## config.mk

```make
export PLATFORM = sky130hd
export DESIGN_NAME = gpio_pin_ctrl
export DESIGN_NICKNAME = d
export VERILOG_FILES = /design/src/rtl/gpio_pin_ctrl.sv
export SDC_FILE = /design/constraint.sdc
export NUM_CORES = 1
export LEC_CHECK = 0
export BUFFER_PORTS_ARGS = -buffer_cell sky130_fd_sc_hd__buf_2
export CORE_ASPECT_RATIO = 0.6
export CORE_UTILIZATION = 40
export DETAILED_ROUTE_END_ITERATION = 7
export PLACE_DENSITY_LB_ADDON = 0.05
export SETUP_SLACK_MARGIN = 0.3
export SYNTH_ARGS = -nofsm -noshare
export SYNTH_HDL_FRONTEND = slang
export SYNTH_SLANG_ARGS = --single-unit
export TNS_END_PERCENT = 100
```

## constraint.sdc

```tcl
create_clock -name pclk -period 2.55 [get_ports pclk]
set_input_delay 0.51 -clock pclk [delete_from_list [all_inputs] [get_ports pclk]]
set_output_delay 0.51 -clock pclk [all_outputs]
set_load 0.01 [all_outputs]
```

## src/rtl/gpio_pin_ctrl.sv

```systemverilog
// APB-controlled GPIO block: output/enable registers, synchronised input sampling,
// per-pin edge-detect interrupts with W1C status and a registered level interrupt.
module gpio_pin_ctrl #(
    parameter int DATA_WIDTH = 8
) (
    input  logic                  pclk,
    input  logic                  p_reset,
    input  logic                  psel,
    input  logic                  penable,
    input  logic                  pwrite,
    input  logic [7:0]            paddr,
    input  logic [31:0]           pwdata,
    output logic [31:0]           prdata,
    output logic                  pready,
    output logic                  pslverr,
    output logic [DATA_WIDTH-1:0] n_gpio_pin_oe,
    output logic [DATA_WIDTH-1:0] gpio_pin_out,
    input  logic [DATA_WIDTH-1:0] gpio_pin_in,
    output logic                  irq
);

    localparam logic [5:0] ADDR_DOUT  = 6'd0;
    localparam logic [5:0] ADDR_OE    = 6'd1;
    localparam logic [5:0] ADDR_DIN   = 6'd2;
    localparam logic [5:0] ADDR_IEN   = 6'd3;
    localparam logic [5:0] ADDR_IPOL  = 6'd4;
    localparam logic [5:0] ADDR_ISTAT = 6'd5;

    logic [DATA_WIDTH-1:0] dout_q, dout_d;
    logic [DATA_WIDTH-1:0] oe_q, oe_d;
    logic [DATA_WIDTH-1:0] ien_q, ien_d;
    logic [DATA_WIDTH-1:0] ipol_q, ipol_d;
    logic [DATA_WIDTH-1:0] istat_q, istat_d;
    logic [DATA_WIDTH-1:0] sync1_q, sync2_q, prev_q;
    logic [31:0]           prdata_q, prdata_d;
    logic                  irq_q, irq_d;

    logic [5:0]            wordAddr;
    logic                  isMapped;
    logic                  accessPhase;
    logic                  setupRead;
    logic                  accessRead;
    logic                  regWrite;
    logic [DATA_WIDTH-1:0] wrData;
    logic [DATA_WIDTH-1:0] w1cMask;
    logic [DATA_WIDTH-1:0] edgeHit;
    logic [31:0]           rdValue;
    logic                  unusedBits;

    assign wordAddr    = paddr[7:2];
    assign isMapped    = (wordAddr <= ADDR_ISTAT);
    assign accessPhase = psel & penable;
    assign setupRead   = psel & ~penable & ~pwrite;
    assign accessRead  = accessPhase & ~pwrite;
    assign regWrite    = accessPhase & pwrite & isMapped & (wordAddr != ADDR_DIN);
    assign wrData      = pwdata[DATA_WIDTH-1:0];
    assign unusedBits  = ^{paddr[1:0], pwdata};

    assign pready  = 1'b1;
    assign pslverr = accessPhase & ~p_reset & (~isMapped | (pwrite & (wordAddr == ADDR_DIN)));

    // Pins are forced tri-stated during reset rather than waiting for the reset edge.
    assign n_gpio_pin_oe = p_reset ? '1 : ~oe_q;
    assign gpio_pin_out  = p_reset ? '0 : dout_q;
    assign prdata        = prdata_q;
    assign irq           = irq_q;

    // A pin edge counts only when its new synchronised level equals the selected polarity.
    assign edgeHit = (sync2_q ^ prev_q) & ~(sync2_q ^ ipol_q);

    always_comb begin
        rdValue = '0;
        case (wordAddr)
            ADDR_DOUT:  rdValue[DATA_WIDTH-1:0] = dout_q;
            ADDR_OE:    rdValue[DATA_WIDTH-1:0] = oe_q;
            ADDR_DIN:   rdValue[DATA_WIDTH-1:0] = sync2_q;
            ADDR_IEN:   rdValue[DATA_WIDTH-1:0] = ien_q;
            ADDR_IPOL:  rdValue[DATA_WIDTH-1:0] = ipol_q;
            ADDR_ISTAT: rdValue[DATA_WIDTH-1:0] = istat_q;
            default:    rdValue = '0;
        endcase
    end

    always_comb begin
        dout_d   = dout_q;
        oe_d     = oe_q;
        ien_d    = ien_q;
        ipol_d   = ipol_q;
        w1cMask  = '0;
        prdata_d = '0;
        irq_d    = |(istat_q & ien_q);

        if (regWrite) begin
            case (wordAddr)
                ADDR_DOUT:  dout_d  = wrData;
                ADDR_OE:    oe_d    = wrData;
                ADDR_IEN:   ien_d   = wrData;
                ADDR_IPOL:  ipol_d  = wrData;
                ADDR_ISTAT: w1cMask = wrData;
                default:    w1cMask = '0;
            endcase
        end

        // A fresh edge in the same cycle as a clear keeps the status bit set.
        istat_d = (istat_q & ~w1cMask) | edgeHit;

        if (setupRead) begin
            prdata_d = rdValue;
        end else if (accessRead) begin
            prdata_d = prdata_q;
        end
    end

    always_ff @(posedge pclk) begin
        if (p_reset) begin
            dout_q   <= '0;
            oe_q     <= '0;
            ien_q    <= '0;
            ipol_q   <= '0;
            istat_q  <= '0;
            sync1_q  <= '0;
            sync2_q  <= '0;
            prev_q   <= '0;
            prdata_q <= '0;
            irq_q    <= 1'b0;
        end else begin
            dout_q   <= dout_d;
            oe_q     <= oe_d;
            ien_q    <= ien_d;
            ipol_q   <= ipol_d;
            istat_q  <= istat_d;
            sync1_q  <= gpio_pin_in;
            sync2_q  <= sync1_q;
            prev_q   <= sync2_q;
            prdata_q <= prdata_d;
            irq_q    <= irq_d;
        end
    end

endmodule

```

* Word level (Yosys, flattened, before mapping)
Cells that the tools add are included.
** Storage, ports and cells
- Bits in registers :: 73
- Latch bits :: 0
- Bits in writable memories :: 0
- ROM bits :: 0
- Bits of input ports :: 53
- Output and inout bits :: 51
- Memories kept :: 0
** Cells by class
- $add $sub $neg :: 0
- Multipliers :: 0
- Divide/modulo/power cells :: 0
- Magnitude comparators :: 1
- Eq/ne operators :: 7
- Shift operators :: 0
- Mux-type cells :: 7
- Bitwise gates (word level) :: 24
- Reductions and logical operators :: 6
** Operator list (count)
- 8-bit two-way mux :: 6
- 8-bit case mux with 6 select lines :: 1
- 8-bit AND :: 3
- 8-bit NOT :: 3
- 8-bit bitwise XOR :: 2
- 6-bit by 2-bit equality test with 1-bit output (second input constant) :: 2
- 6-bit by 3-bit equality test with 1-bit output (second input constant) :: 2
- 1-bit AND :: 10
- 8-bit bitwise OR :: 1
- 2-bit AND reduction :: 4
- 8-bit OR reduction :: 1
- 6-bit by 1-bit equality test with 1-bit output (second input constant) :: 1
- 6-bit by 3-bit <= comparator with 1-bit output (second input constant) :: 1
- 6-bit zero test :: 1
- 6-bit by 2-bit inequality test with 1-bit output (second input constant) :: 1
- 1-bit NOT :: 4
- 2-bit inequality test (second input constant) :: 1
- 1-bit bitwise OR :: 1

* Logic depth before layout (Yosys ltp)
- Depth in word-level cells :: 8
- Depth in mapped cells :: 5
- Mapped depth without buffers :: 3

* Worst setup path before layout
No wires, ideal clock.
- Path type :: input to register
- Start :: input paddr[3]
- End :: register dout_q[0]
- Library setup time :: 0.072 ns
- Data arrival time :: 1.779 ns
- Path slack :: 0.699 ns
- Stages on the path :: 4
- Cells stage by stage :: or4_4 -> buf_6 -> nor3_4 -> mux2i_1
** On the way
- Cells in the longest elaborated chain, start to end :: 4
- Elaborated cells on any way between the ends :: 6
** Ends and longest elaborated chain
- start: declaration :: line 11 : input logic [7:0] paddr,
- 6-bit by 3-bit <= comparator with 1-bit output :: line 51 : assign isMapped = (wordAddr <= ADDR_ISTAT);
- 1-bit AND (2 in series) :: line 55 : assign regWrite = accessPhase & pwrite & isMapped & (wordAddr != ADDR_DIN);
- 2-bit AND reduction (no line) (*)
- end signal: assignment :: line 127 : dout_q <= dout_d;
- end: declaration :: line 29 : logic [DATA_WIDTH-1:0] dout_q, dout_d;
Mark *: on every way between the ends. The rest lies on a longest branch, timed or not.
A chain may end at the register's enable or synchronous reset.

* Worst setup path after layout
- Start :: input p_reset
- End :: output gpio_pin_out[5]
** On the way
- Cells in the longest elaborated chain, start to end :: 1
** Ends and longest elaborated chain
- start: declaration :: line 7 : input logic p_reset,
- 8-bit two-way mux :: line 64 : assign gpio_pin_out = p_reset ? '0 : dout_q;
- end: declaration :: line 17 : output logic [DATA_WIDTH-1:0] gpio_pin_out,
Every way passes these cells.

==> metrics <==
Max Freq=494 MHz; setup bufs post-CTS=0; maximum VDD drop=0.326 mV; synth unique cells=37; Synth Area in Adders=0%; min-delay worst type=input pin to register; routed wire length=8.18 mm; Post-synth top flop=dfxtp_1; Final Cycle Share=79.5%; hold_buf cts=0; number of buffers added on ports=52; Hold Vio Cnt, Final=0; max-cap violations=0; initial antenna violation count=0; Slew headroom=48.5%; NumNets Final=457; Area Overhead vs Synth=15.8%; Setup CP Type=input pin to primary output; DR vias=2636; Antenna Violating Nets Remaining=0; pwr/cell area=625 mW/mm^2; Core Rows=25; Clock Path Buffers=2; worst-path fanout max=49; vias in the first global route=2405; Post-Syn Area per Cell=9.76 um^2; largest family of logic cells by synthesized area=simple AND/OR/NAND/NOR gates; Worst Skew=0.00197 ns; first-pass GRT wire length=13.0 mm; met3 wire length=308 um; metal2 WL=3.74 mm; io pins=104; most common library cells after synthesis=dfxtp_1 (73), nand2b_1 (32), nor2b_1 (26); met1 WL=4.03 mm; Leak Pwr=1.65 nW; Tmin final=2.03 ns; TritonRoute pass-1 iters=4; Design Area, Final=0.00401 mm^2; Least-Margin Pin Slew=0.773 ns; Clock transition at path regs=0.05 ns; Crit-path slowest cell=buf_2; Skew-Pair Late Insertion Delay=0.33 ns; WP data arrival=1.52 ns; most frequent cell after synthesis=dfxtp_1; drt drc=0; post_cts resized=0; DR WL/cell=15.9 um; crit-path most repeated cell=buf_2; # diodes=0; Post-synth EDFFs=0; status=complete, no violations; ys async rst share=0%; Slew Limit Fails=0; global route overflow=0; vias per cell=5.13; Post-Layout Cell Count=514; top-area cell type share of the netlist area=42.2%; top cells by area, synth=dfxtp_1 (42%), mux2i_1 (6.9%), nand2b_1 (5.8%); CP Cell Sequence=buf_2 > nand2b_1 > inv_1 > buf_2; top layer in use=met4; post-synthesis compound-gate area fraction=12.3%; post-DP HPWL=5.91 mm; Req. time, crit path=2.04 ns; FF+latch count, synth=73; Core Area=0.00813 mm^2; Tot GR Track Use=19.7%; Synth Area in Simple Gates=20.4%; RSZ-0062 raised after global routing=no; Worst Setup End Kind=primary output; Syn Inst Count=355; placed cell areas=0.00374 mm^2; Die X=122 um; Syn Std Cell Area=0.00347 mm^2; dpl cells=501; largest net degree at the start of global routing=50; Seq/Total Area, Yosys=42.2%; TNS Setup=0 ns; Synth Area in XOR/XNOR=0%; setup violators final=0; chip height=74.1 um; die outline area=0.00905 mm^2; CTS tree=yes; mux share of post-synthesis cell area=14.7%; Yosys warning count=0; Placer Congestion=0.738; leading area contributor after synthesis=dfxtp_1; DRT iter0 DRCs=174; Worst Setup Start Kind=input pin; peak per-stage delay on the critical path=0.59 ns; share of layout cells above drive strength 1=23.9%; clk root buf=clkbuf_16; CTS buffer count=9; clock sink count=73; htree depth=3; Initial Util=42.6%
-- routing by layer --
metal	up-vias	track usage, %
met5	-	0
met4	0	7.05
met3	10	5.98
met2	58	30.9
met1	1260	25.9
li1	1308	-
-- final timing paths --
| check | start | end | slack, ns | cells past startpoint |
|---|---|---|---|---|
| setup / recovery | p_reset | gpio_pin_out[5] | 0.52 | 4 |
| hold / removal | gpio_pin_in[7] | sync1_q[7] | 0.38 | 2 |
| hold reg to reg | sync1_q[5] | sync2_q[5] | 0.43 | 1 |
| setup reg to reg | istat_q[6] | prdata[6] | 1.43 | 3 |
-- registers in the layout (all words and copies together), names as in the netlist --
register / flops
dout_q: 8
ien_q: 8
ipol_q: 8
istat_q: 8
oe_q: 8
prdata: 8
prev_q: 8
sync1_q: 8
sync2_q: 8
irq: 1
-- report_power, final --
group	leakage (nW)	switching (mW)	total (mW)	internal [mW]
Combinational	0.925	0.107	0.170	0.0631
Sequential	0.593	0.0123	1.17	1.16
Clock	0.134	0.443	1.16	0.721
Total	1.65	0.562	2.51	1.95
-- cells in the final DEF, fill, tap and decap left out, types with 2 or more instances in the layout --
master / netlist / layout
a21oi_1: 22 / 22
a221oi_1: 8 / 8
a22oi_1: 4 / 4
a32oi_1: 8 / 8
and3b_1: 8 / 8
buf_2: 5 / 52
buf_4: 25 / 11
clkbuf_16: 0 / 9
clkbuf_8: 0 / 3
conb_1: 2 / 25
dfxtp_1: 73 / 73
inv_1: 17 / 17
mux2_2: 8 / 8
mux2i_1: 24 / 24
mux4_2: 8 / 8
nand2_1: 18 / 18
nand2b_1: 32 / 32
nand4_1: 8 / 8
nor2_1: 8 / 8
nor2b_1: 26 / 26
nor3_4: 2 / 2
o31ai_1: 16 / 16
or3_1: 2 / 2
-- through the flow --
step	setup slack (ns)	power, mW	util [%]	hold WS (ns)
detailed placement	0.372	1.37	46.0	0.423
CTS	0.505	2.54	49.3	0.373
floorplan	0.699	1.33	-	0.414
global placement	0.390	1.37	46.0	0.421
global route	0.443	2.61	49.3	0.385
finish	0.524	2.51	49.3	0.381
-- worst max-delay path: cells and delay by family --
| family | cells | cell delay (ns) |
|---|---|---|
| simple gates | 1 | 0.23 |
| buf+inv | 3 | 0.77 |
-- cell type report --
class | count | area (um^2)
clock buffers | 13 | 270
fillers | 796 | 4120
inverters | 17 | 63.8
flip-flops and latches | 73 | 1460
well taps | 108 | 135
multi-input cells | 240 | 1740
repair buffers | 63 | 343
-- logic make-up after synthesis --
kind of cell	count (synthesis)
mux	40
compound gates	62
buf+inv	65
other cells	2
simple gates	113
flops	73
No activity file was read; power rests on OpenSTA's default activity.
